[config.mk]
export PLATFORM = sky130hd
export DESIGN_NAME = rom_fetch_arbiter
export DESIGN_NICKNAME = d
export VERILOG_FILES = /design/src/rtl/rom_fetch_arbiter.sv
export SDC_FILE = /design/constraint.sdc
export NUM_CORES = 1
export LEC_CHECK = 0
export BUFFER_PORTS_ARGS = -buffer_cell sky130_fd_sc_hd__buf_2
export CAP_MARGIN = 10
export CORE_AREA = 2 2 101 103
export CTS_CLUSTER_DIAMETER = 50
export DETAILED_ROUTE_END_ITERATION = 8
export DIE_AREA = 0 0 103 105
export GPL_ROUTABILITY_DRIVEN = 0
export PLACE_DENSITY_LB_ADDON = 0.08
export REMOVE_ABC_BUFFERS = 1
export SYNTH_ARGS = -nofsm -noshare
export SYNTH_HDL_FRONTEND = slang
export SYNTH_SLANG_ARGS = --single-unit
export TNS_END_PERCENT = 100
[constraint.sdc]
create_clock -name clk -period 4.78 [get_ports clk]
set_input_delay 1.434 -clock clk [delete_from_list [all_inputs] [get_ports clk]]
set_output_delay 1.434 -clock clk [all_outputs]
set_load 0.05 [all_outputs]
[src/rtl/rom_fetch_arbiter.sv]
// rom_fetch_arbiter
//
// Shares one byte-wide ROM that reads combinationally between two requesters:
// instruction fetch (IF) and load (LS). Each granted request becomes four
// consecutive byte reads. The four bytes are assembled into a big-endian word,
// so the lowest address lands in bits [31:24].
//
// Handshake: a requester raises *_req and holds *_addr stable. The arbiter
// latches the word-aligned address when it grants the request. Four cycles
// later it returns *_ready as a single-cycle pulse, and *_data is valid in that
// same cycle. A req that is still high when the arbiter is back in IDLE counts
// as a new request. A req that drops mid-transaction does not abort it.
//
// Ports:
//   clk, rst           clock and synchronous active-high reset
//   if_req/if_addr     IF request and byte address (bits [1:0] ignored)
//   if_ready/if_data   IF completion pulse and last word returned to IF
//   ls_req/ls_addr     LS request and byte address (bits [1:0] ignored)
//   ls_ready/ls_data   LS completion pulse and last word returned to LS
//   rom_en/rom_addr    ROM byte read strobe and masked byte address
//   rom_byte           ROM read data, valid in the same cycle as rom_addr
//   busy               high whenever the arbiter is not IDLE
//   dbg_state          current FSM state (0 IDLE, 1 READ, 2 DONE)
module rom_fetch_arbiter #(
  parameter int unsigned            ADDR_WIDTH = 32,
  parameter logic [ADDR_WIDTH-1:0]  ADDR_MASK  = 32'h000fffff
) (
  input  logic                  clk,
  input  logic                  rst,
  input  logic                  if_req,
  input  logic [ADDR_WIDTH-1:0] if_addr,
  output logic                  if_ready,
  output logic [31:0]           if_data,
  input  logic                  ls_req,
  input  logic [ADDR_WIDTH-1:0] ls_addr,
  output logic                  ls_ready,
  output logic [31:0]           ls_data,
  output logic                  rom_en,
  output logic [ADDR_WIDTH-1:0] rom_addr,
  input  logic [7:0]            rom_byte,
  output logic                  busy,
  output logic [1:0]            dbg_state
);

  typedef enum logic [1:0] {
    S_IDLE = 2'd0,
    S_READ = 2'd1,
    S_DONE = 2'd2
  } state_t;

  // Owner / last_grant encoding
  localparam logic OWN_IF = 1'b0;
  localparam logic OWN_LS = 1'b1;

  state_t                state_q, state_d;
  logic [1:0]            cnt_q, cnt_d;
  logic [ADDR_WIDTH-1:0] base_q, base_d;
  logic                  owner_q, owner_d;
  logic                  last_grant_q, last_grant_d;
  logic [31:0]           shift_q, shift_d;
  logic [31:0]           if_data_q, if_data_d;
  logic [31:0]           ls_data_q, ls_data_d;
  logic                  if_ready_q, if_ready_d;
  logic                  ls_ready_q, ls_ready_d;

  logic                  winner;
  logic [ADDR_WIDTH-1:0] win_addr;

  // On a tie the requester that was not served last wins. Otherwise the only
  // active requester wins.
  assign winner   = (if_req && ls_req) ? ~last_grant_q : ls_req;
  assign win_addr = (winner == OWN_LS) ? ls_addr : if_addr;

  always_comb begin
    state_d      = state_q;
    cnt_d        = cnt_q;
    base_d       = base_q;
    owner_d      = owner_q;
    last_grant_d = last_grant_q;
    shift_d      = shift_q;
    if_data_d    = if_data_q;
    ls_data_d    = ls_data_q;
    if_ready_d   = 1'b0;
    ls_ready_d   = 1'b0;
    case (state_q)
      S_IDLE: begin
        if (if_req || ls_req) begin
          owner_d      = winner;
          last_grant_d = winner;
          base_d       = {win_addr[ADDR_WIDTH-1:2], 2'b00};
          cnt_d        = 2'd0;
          state_d      = S_READ;
        end
      end
      S_READ: begin
        shift_d = {shift_q[23:0], rom_byte};
        cnt_d   = cnt_q + 2'd1;
        if (cnt_q == 2'd3) begin
          state_d = S_DONE;
          // Ready is registered so that it is high exactly during DONE.
          if_ready_d = (owner_q == OWN_IF);
          ls_ready_d = (owner_q == OWN_LS);
        end
      end
      S_DONE: begin
        if (owner_q == OWN_LS) ls_data_d = shift_q;
        else                   if_data_d = shift_q;
        state_d = S_IDLE;
      end
      default: state_d = S_IDLE;
    endcase
  end

  always_ff @(posedge clk) begin
    if (rst) begin
      state_q      <= S_IDLE;
      cnt_q        <= 2'd0;
      base_q       <= '0;
      owner_q      <= OWN_IF;
      last_grant_q <= OWN_IF;
      shift_q      <= 32'd0;
      if_data_q    <= 32'd0;
      ls_data_q    <= 32'd0;
      if_ready_q   <= 1'b0;
      ls_ready_q   <= 1'b0;
    end else begin
      state_q      <= state_d;
      cnt_q        <= cnt_d;
      base_q       <= base_d;
      owner_q      <= owner_d;
      last_grant_q <= last_grant_d;
      shift_q      <= shift_d;
      if_data_q    <= if_data_d;
      ls_data_q    <= ls_data_d;
      if_ready_q   <= if_ready_d;
      ls_ready_q   <= ls_ready_d;
    end
  end

  // In DONE the owner sees the freshly assembled word at once. The data
  // register only captures it at the end of that cycle.
  assign if_data  = (state_q == S_DONE && owner_q == OWN_IF) ? shift_q : if_data_q;
  assign ls_data  = (state_q == S_DONE && owner_q == OWN_LS) ? shift_q : ls_data_q;
  assign if_ready = if_ready_q;
  assign ls_ready = ls_ready_q;

  // The mask is applied after the 32-bit add, so a carry out of masked bits
  // is dropped.
  assign rom_en   = (state_q == S_READ);
  assign rom_addr = rom_en ? ((base_q + {{(ADDR_WIDTH-2){1'b0}}, cnt_q}) & ADDR_MASK)
                           : '0;
  assign busy      = (state_q != S_IDLE);
  assign dbg_state = state_q;

  // Byte-offset bits of the request addresses are intentionally ignored.
  logic unused_addr_lsbs;
  assign unused_addr_lsbs = ^{if_addr[1:0], ls_addr[1:0]};

endmodule

==> reports/results.tsv, run 1 <==
stage	metric	value	unit
clock_tree	clk-insertion-delay-late	0.51	ns
setup_path	cp-start-kind	register	
routing	drt_iter0_markers	112	
power	switchingPower	597.5	uW
synth	synth_common_cells	dfxtp_1, nand2_1, a21oi_1	
setup_path	arrival	2.34	ns
clock_tree	ctsResizeCount	0	
floorplanning	fp.dieW	103	um
setup_path	slowest_stage	buf_4	
sta	hold_viol	0	
synth	synth_top_area_share	47.58	%
setup_path	max_stage_delay	0.55	ns
setup_path	critical_path_required	3.35	ns
global_routing	grt_max_degree	100	
synth	ys_seq_area_share	47.58	%
power	ir_drop	223.0	uV
global_routing	grt_pass1_vias	3702	
synth	synthTopCellsByArea	dfxtp_1, mux2_4, nand2_1, mux2_2, a21oi_1	
global_routing	grt_pass1_wl	17.96	mm
routing	avgRoutedWirePerCell	14.31	um
clock_tree	hold_buffers	0	
worst_hold_path	min_path_cells	2	
clock_tree	cts_setup_buffers	0	
synth	synthCells	513	
sta	setup_viol_count_final	0	
global_routing	grt_util_all_layers	21.03	%
final_layout	nets	713	
synth	yosysUniqueCellTypes	31	
setup_path	critPathCaptureType	primary output	
worst_hold_path	hold_end	shift_q[28]	
setup_path	reg2reg_depth	5	
sta	min_period_over_period	78.98	%
clock_tree	cts_max_path_buffers	2	
clock_tree	numCtsBuffers	17	
sta	fin_skew	0.009710	ns
synth	avgSynthCellArea	9.924	sq um
routing	remaining_drc_errors	0	
setup_path	crit_chain	nor3b_4, buf_4, mux2_2, buf_2	
sta	final_max_slew_viol_count	0	
clock_tree	cts_sinks	121	
power	internal_power	1960	uW
setup_path	r2r-start	dbg_state[1]	
floorplanning	core_area	9639	sq um
setup_path	path_buf_inv	2	
power	seqPwrFrac	41.3	%
setup_path	crit_family	buffers and inverters	
floorplanning	rows	36	
routing	via_per_inst	4.974	
floorplanning	die_y	105	um
outcome	outcome	finished clean	
sta	rsz0062_at_grt	false	
clock_tree	cts.clk_slew.worst_paths	0.05	ns
synth	ys.flop_type	dfxtp_1	
synth	ys_ff_latch	121	
synth	synth_area	5091	sq um
sta	fin_crit	3.775	ns
synth	ys_warn_count	0	
synth	synth_edf_count	0	
final_layout	fill_cells	830	
sta	slew_headroom	37.90	%
routing	num_vias	3890	
clock_tree	cts_tree	yes	
power	p_clk_share	50.4	%
synth	synth_top_cell_by_area	dfxtp_1	
placement	port_buffers	137	
clock_tree	htree_levels	4	
power	pwr-share-comb	8.3	%
power	switching_share	23.37	%
setup_path	reg2reg_to	base_q[12]	
synth	synthArstFlopShare	0	%
clock_tree	root_buffer	clkbuf_8	
placement	hpwl	6.984	mm
synth	synthMostInstantiatedCell	dfxtp_1	
routing	ant_nets	0	
setup_path	crit_fanout	32	
worst_hold_path	hold_path.startpoint	shift_q[28]	
routing	dr.pass1.iters	4	
floorplanning	start_util	52.82	%
setup_path	worst-r2r-setup-slack	2.88	ns
floorplanning	fp.dieArea	10820	sq um
final_layout	antenna_cells	0	
final_layout	drive_gt1_share	36.67	%
sta	worst_pin_slew	0.9314	ns
global_routing	grt.overflow.total	0	
job	maxCapViolations	0	
final_layout	area_growth	24.63	%
global_routing	grt_antenna_before_repair	0	
sta	fmax	264.9	MHz
routing	wl	11.19	mm
power	power.leakage	0.003046	uW
power	p_per_area	403.0	nW/um^2
worst_hold_path	min_path_type	register to register	
setup_path	path_class	register to primary output	
floorplanning	io_pins	178	
sta	finalSetupTns	0	ns
sta	hold_slack	0.4715	ns
-- registers in the layout, summed over array words and instances (netlist names) --
| signal | count |
|---|---|
| base_q | 18 |
| if_ready | 1 |
| cnt_q | 2 |
| shift_q | 32 |
| ls_data_q | 32 |
| last_grant_q | 1 |
| if_data_q | 32 |
| dbg_state | 2 |
| ls_ready | 1 |
-- metal layers --
layer  wire, um  up-vias  share of wire [%]  global-route usage (%)
met5          0        -                  0                       0
met4        170        0                1.5                   7.895
met3        768       16                6.9                   7.425
met2       5275      137                 47                   32.79
met1       4979     1808                 44                   26.51
li1           -     1929                  -                       -
-- through the flow --
step                      setup WS, ns  total power, uW  cells  util [%]  area (sq um)
after floorplan                 0.6567             1211    475         -          4842
after global placement           1.526             1285    750     59.51          5737
after detailed placement         1.519             1290    750     59.51          5737
after CTS                       0.9560             2582    782     65.82          6345
after global routing            0.8951             2649    782     65.82          6345
final                            1.005             2557    782     65.82          6345
-- layout make-up --
class                   count  area, sq um  area share [%]
clock inverters             6        110.1           1.735
flip-flops and latches    121         2422           38.18
inverters                   2        7.507          0.1183
clock buffers              26        498.0           7.849
repair buffers            142        725.7           11.44
multi-input cells         352         2415           38.06
well taps                 133        166.4           2.623
-- power groups by stage --
stage                     logic, uW  registers (uW)  clock network [uW]
after detailed placement        213            1080                   0
final                           213            1060                1290
after CTS                       214            1060                1310
after floorplan                 137            1070                   0
after global placement          210            1080                   0
after global routing            232            1060                1360
-- cells in the final DEF, fill, tap and decap left out, types with 2 or more instances in the layout --
| cell type | synthesis | layout |
|---|---|---|
| mux2_1 | 4 | 4 |
| and2_1 | 21 | 21 |
| conb_1 | 1 | 12 |
| clkbuf_1 | 14 | 4 |
| clkbuf_8 | 0 | 6 |
| dfxtp_1 | 121 | 121 |
| nor2_1 | 2 | 2 |
| nor2b_1 | 36 | 36 |
| buf_4 | 16 | 6 |
| clkinvlp_4 | 0 | 2 |
| mux2_2 | 30 | 30 |
| a311oi_1 | 18 | 18 |
| nand2_1 | 102 | 102 |
| a21oi_1 | 53 | 53 |
| bufinv_16 | 0 | 3 |
| o211ai_1 | 2 | 2 |
| and2b_1 | 30 | 30 |
| mux2_4 | 30 | 30 |
| clkbuf_16 | 0 | 16 |
| buf_2 | 13 | 136 |
-- cell families after synthesis --
logic type	Yosys count	share of synthesized area (%)
buffers and inverters	51	5.849
muxes	64	16.37
other	1	0.07366
adders and majority gates	1	0.2457
and+or+nand+nor	198	20.50
DFF	121	47.58
AOI/OAI and AO/OA	77	9.388
-- how the worst max path moves through the flow --
| stage | from | endpoint | slack [ns] | cells after the start |
|---|---|---|---|---|
| finish | last_grant_q | if_data[29] | 1.00 | 4 |
| detailed placement | last_grant_q | if_data[29] | 1.52 | 4 |
| global placement | last_grant_q | if_data[29] | 1.53 | 4 |
| floorplan | dbg_state[1] | if_data[29] | 0.66 | 2 |
| CTS | last_grant_q | if_data[29] | 0.96 | 4 |
| global route | last_grant_q | if_data[29] | 0.90 | 4 |
-- tightest hold or removal path, cell delays in order (launching register included) --
cell and delay, ns:
dfxtp_1 0.32, nand2_1 0.05, a21oi_1 0.05
No activity file was read; power rests on OpenSTA's default activity.
==> inputs of run 2 (changes only) <==
--- a/config.mk
+++ b/config.mk
@@ -7,10 +7,10 @@
 export LEC_CHECK = 0
 export BUFFER_PORTS_ARGS = -buffer_cell sky130_fd_sc_hd__buf_2
 export CAP_MARGIN = 10
-export CORE_AREA = 2 2 101 103
+export CORE_AREA = 2 2 110 112
 export CTS_CLUSTER_DIAMETER = 50
 export DETAILED_ROUTE_END_ITERATION = 8
-export DIE_AREA = 0 0 103 105
+export DIE_AREA = 0 0 112 114
 export GPL_ROUTABILITY_DRIVEN = 0
 export PLACE_DENSITY_LB_ADDON = 0.08
 export REMOVE_ABC_BUFFERS = 1
==> constraint.sdc (replaced) <==
create_clock -name clk -period 3.4 [get_ports clk]
set_input_delay 1.02 -clock clk [delete_from_list [all_inputs] [get_ports clk]]
set_output_delay 1.02 -clock clk [all_outputs]
set_load 0.05 [all_outputs]
==> run 2 against run 1 <==
  * Register-to-register slack got worse by 1.4 ns
  * Critical path depth is the same
  * Sequential cell count stayed put
  * Final cell count grew 1.8%
  * Clock power rose by 40%
  * Critical path type unchanged
  * Largest power group unchanged
==> reports/results.tsv, run 2 (synthesized netlist as in run 1, its figures left out) <==
stage	metric	value	unit
sta	hold_viol	0	
job	maxCapViolations	0	
routing	dr.pass1.iters	4	
final_layout	layout_common_cells	buf_2, dfxtp_1, nand2_1	
final_layout	antenna_cells	0	
clock_tree	cts_max_path_buffers	2	
placement	dp.cells	765	
sta	setup_viol_count_final	0	
floorplanning	die_y	114	um
power	power.leakage	0.003070	uW
clock_tree	cts_sinks	121	
routing	drt_iter0_markers	147	
global_routing	grt_pass1_wl	18.66	mm
floorplanning	start_util	43.47	%
sta	slew_headroom	47.70	%
routing	avgRoutedWirePerCell	14.33	um
clock_tree	root_buffer	clkbuf_16	
sta	rsz0062_at_grt	false	
final_layout	reg_top3	if_data_q x32, ls_data_q x32, shift_q x32	
floorplanning	fp.dieW	112	um
routing	via_per_inst	4.819	
power	ir_drop	299.3	uV
sta	fin_crit	3.062	ns
placement	port_buffers	137	
clock_tree	cts.clk_slew.worst_paths	0.05	ns
worst_hold_path	min_path_type	register to register	
setup_path	path_class	register to primary output	
setup_path	crit_fanout	23	
sta	min_period_over_period	90.07	%
power	finalPower	3592	uW
routing	wl	11.41	mm
setup_path	crit_start	last_grant_q	
sta	fin_skew	0.008655	ns
floorplanning	fp.dieArea	12770	sq um
setup_path	reg2reg_depth	5	
worst_hold_path	hold_path.startpoint	shift_q[27]	
outcome	outcome	finished clean	
final_layout	final_area	6410	sq um
worst_hold_path	min_path_cells	2	
floorplanning	io_pins	178	
routing	ant_nets	0	
routing	num_vias	3836	
final_layout	nets	714	
clock_tree	ctsResizeCount	0	
placement	pre_cts_ws	0.7440	ns
final_layout	fill_cells	1122	
sta	fmax	326.6	MHz
placement	hpwl	7.084	mm
final_layout	final_common_cell	buf_2	
global_routing	met2_usage	27.52	%
global_routing	grt_use_met1	24.45	%
sta	worst_pin_slew	0.7836	ns
clock_tree	cts_setup_buffers	0	
final_layout	drive_gt1_share	37.13	%
global_routing	met3_usage	6.323	%
sta	final_max_slew_viol_count	0	
placement	place_area	5799	sq um
global_routing	grt_util_all_layers	18.23	%
setup_path	r2r-start	dbg_state[1]	
power	p_per_area	560.4	nW/um^2
clock_tree	htree_levels	4	
global_routing	top_usage_layer	met2	
global_routing	grt_max_degree	64	
sta	fin_ws	0.3377	ns
global_routing	grt.overflow.total	0	
floorplanning	core_area	11710	sq um
sta	hold_slack	0.4704	ns
clock_tree	cts_tree	yes	
final_layout	regArea	2422	sq um
clock_tree	numCtsBuffers	17	
final_layout	final_cells	796	
floorplanning	rows	40	
clock_tree	clk-insertion-delay-late	0.40	ns
setup_path	critical_path_required	2.38	ns
setup_path	critPathCaptureType	primary output	
clock_tree	hold_buffers	0	
global_routing	grt_antenna_before_repair	0	
routing	remaining_drc_errors	0	
final_layout	area_growth	25.90	%
setup_path	cp-start-kind	register	
global_routing	grt_pass1_vias	3687	
final_layout	multi_input_area	2415	sq um
setup_path	arrival	2.04	ns
## run 2: final cells by class
class                           count  share of cell area (%)
Clock buffer                       25                   8.198
Tap cell                          147                   2.869
Clock inverter                      6                   1.327
Multi-Input combinational cell    352                   37.67
Inverter                            2                  0.1171
Timing Repair Buffer              143                   12.02
Sequential cell                   121                   37.79
## run 2: final timing paths
check / endpoint / slack, ns
max: ls_data[29] / 0.34
min: shift_q[27] / 0.47
max reg2reg: base_q[3] / 1.47
min reg2reg: shift_q[27] / 0.47
## run 2: worst max-delay path: stages, from the launching register on
cell and delay [ns]:
dfxtp_1 0.57, nand3b_4 0.25, buf_12 0.24, mux2_1 0.34, buf_2 0.22
## run 2: through the flow
stage / utilization, % / setup TNS, ns
2_1_floorplan: - / -12.87
3_3_place_gp: 49.52 / 0
3_5_place_dp: 49.52 / 0
4_1_cts: 54.73 / 0
5_1_grt: 54.73 / 0
6_report: 54.73 / 0
## run 2: report_power, final
group          internal, uW  total, uW  switching, uW
Combinational          86.2        302            216
Sequential             1460       1490           28.0
Clock                  1210       1800            596
Total                  2750       3590            840
## run 2: routing by layer
layer | routed length (um) | vias to the layer above | share of wire, %
li1 | - | 1938 | -
met1 | 5498 | 1772 | 48
met2 | 4993 | 117 | 44
met3 | 796 | 9 | 7.0
met4 | 119 | 0 | 1.0
met5 | 0 | - | 0
==> inputs of run 3 (changes only) <==
==> constraint.sdc (replaced) <==
create_clock -name clk -period 3.4 [get_ports clk]
set_input_delay 0.68 -clock clk [delete_from_list [all_inputs] [get_ports clk]]
set_output_delay 0.68 -clock clk [all_outputs]
set_load 0.05 [all_outputs]
==> run 3 against run 2 <==
  * Non-clock buffer count is 1 lower
  * Final area hardly changed
  * Final cell count is the same
  * Sequential share of layout area about the same
  * Worst hold slack gained 0.0044 ns
  * Critical path depth shrank 1
  * Core utilization about the same
  * Register-to-register slack hardly changed
  * Critical path type unchanged
  * Critical endpoint unchanged
  * Largest cell class unchanged
==> reports/results.tsv, run 3 (synthesized netlist as in run 1, its figures left out) <==
stage	metric	value	unit
outcome	outcome	finished clean	
job	maxCapViolations	0	
setup_path	crit_fanout	32	
setup_path	arrival	2.23	ns
setup_path	critPathCaptureType	primary output	
sta	setup_viol_count_final	0	
final_layout	fill_cells	1098	
global_routing	grt_pass1_vias	3745	
setup_path	crit_family	flip-flops	
routing	remaining_drc_errors	0	
sta	rsz0062_at_grt	false	
final_layout	final_common_cell	buf_2	
routing	avgRoutedWirePerCell	14.27	um
sta	finalSetupTns	0	ns
final_layout	area_growth	25.95	%
global_routing	grt_pass1_wl	18.79	mm
clock_tree	ctsResizeCount	0	
sta	hold_viol	0	
routing	ant_nets	0	
global_routing	grt.overflow.total	0	
power	ir_drop	354.1	uV
sta	fmax	344.2	MHz
final_layout	layout_common_cells	buf_2, dfxtp_1, nand2_1	
routing	via_per_inst	4.809	
sta	fin_skew	0.005175	ns
setup_path	cp-start-kind	register	
final_layout	reg_top3	if_data_q x32, ls_data_q x32, shift_q x32	
worst_hold_path	hold_end	shift_q[30]	
floorplanning	start_util	43.47	%
routing	num_vias	3828	
global_routing	grt_util_all_layers	18.55	%
placement	place_area	5779	sq um
routing	drt_iter0_markers	184	
final_layout	nets	713	
sta	worst_pin_slew	0.7891	ns
floorplanning	fp.dieW	112	um
clock_tree	root_buffer	clkbuf_16	
setup_path	slowest_stage	dfxtp_1	
power	p_per_area	575.9	nW/um^2
worst_hold_path	min_path_type	register to register	
sta	fin_crit	2.905	ns
setup_path	path_buf_inv	1	
clock_tree	numCtsBuffers	17	
final_layout	drive_gt1_share	36.67	%
sta	slew_headroom	47.34	%
clock_tree	cts_tree	yes	
clock_tree	cts_sinks	121	
floorplanning	rows	40	
setup_path	crit_start	last_grant_q	
floorplanning	core_area	11710	sq um
sta	final_max_slew_viol_count	0	
placement	port_buffers	137	
setup_path	reg2reg_depth	5	
setup_path	critical_path_required	2.72	ns
final_layout	final_area	6412	sq um
clock_tree	htree_levels	4	
sta	min_period_over_period	85.45	%
power	finalPower	3693	uW
setup_path	reg2reg_to	base_q[14]	
floorplanning	io_pins	178	
clock_tree	cts.clk_slew.worst_paths	0.05	ns
setup_path	path_class	register to primary output	
setup_path	worst-r2r-setup-slack	1.47	ns
power	power.leakage	0.003069	uW
setup_path	r2r-start	dbg_state[1]	
routing	wl	11.36	mm
clock_tree	hold_buffers	0	
floorplanning	die_y	114	um
clock_tree	cts_max_path_buffers	2	
global_routing	grt_antenna_before_repair	0	
worst_hold_path	hold_path.startpoint	shift_q[30]	
clock_tree	cts_setup_buffers	0	
clock_tree	clk-insertion-delay-late	0.41	ns
global_routing	grt_max_degree	64	
placement	hpwl	7.089	mm
routing	dr.pass1.iters	4	
floorplanning	fp.dieArea	12770	sq um
final_layout	antenna_cells	0	
worst_hold_path	min_path_cells	2	
setup_path	crit_chain	nand3b_4, mux2_1, buf_2	
setup_path	max_stage_delay	0.57	ns
run 3: cell count changes in the layout (fill, tap and decap cells not counted):
cell,change
clkbuf_8,-3
clkinvlp_4,-1
buf_12,-1
bufinv_16,+2
clkbuf_1,+3
run 3: worst max-delay path by stage:
| stage | end | depth (start not counted) |
|---|---|---|
| 6_report | ls_data[29] | 3 |
| 4_1_cts | ls_data[29] | 3 |
| 5_1_grt | ls_data[29] | 3 |
| 3_5_place_dp | ls_data[30] | 3 |
| 3_3_place_gp | ls_data[29] | 3 |
| 2_1_floorplan | if_data[29] | 2 |
run 3: per-stage QoR:
stage | hold WS (ns) | std cells | util [%] | worst slack, ns
global placement | 0.4575 | 764 | 49.35 | 0.9163
detailed placement | 0.4640 | 764 | 49.35 | 0.9036
CTS | 0.4712 | 796 | 54.75 | 0.4496
global route | 0.4924 | 796 | 54.75 | 0.3628
finish | 0.4747 | 796 | 54.75 | 0.4947
floorplan | 0.4357 | 475 | - | 0.03066
run 3: report_power, final:
group          switching [uW]  leakage [uW]  internal (uW)
sequential               27.6      0.000981           1460
combinational             217       0.00178           86.2
clock                     604      0.000307           1300
total                     848       0.00307           2840
run 3: area by class of cell:
type	instances	area [sq um]	share of cell area, %
flip-flops and latches	121	2422	37.78
multi-input cells	352	2415	37.66
repair buffers	142	750.7	11.71
clock buffers	25	495.5	7.727
well taps	147	183.9	2.868
clock inverters	7	137.6	2.146
inverters	2	7.507	0.1171
run 3: worst reg2reg max path: stages (launching register included):
cell      delay (ns)
dfxtp_1         0.36
nor2_1          0.12
buf_4           0.26
inv_1           0.16
nor2_2          0.65
a311oi_1        0.20
run 3: layer usage:
layer / part of all wire, % / global-route usage, % / wire, um
met5: 0 / 0 / 0
met4: 1.9 / 8.293 / 219
met3: 6.4 / 6.482 / 727
met2: 45 / 28.77 / 5141
met1: 46 / 23.46 / 5274
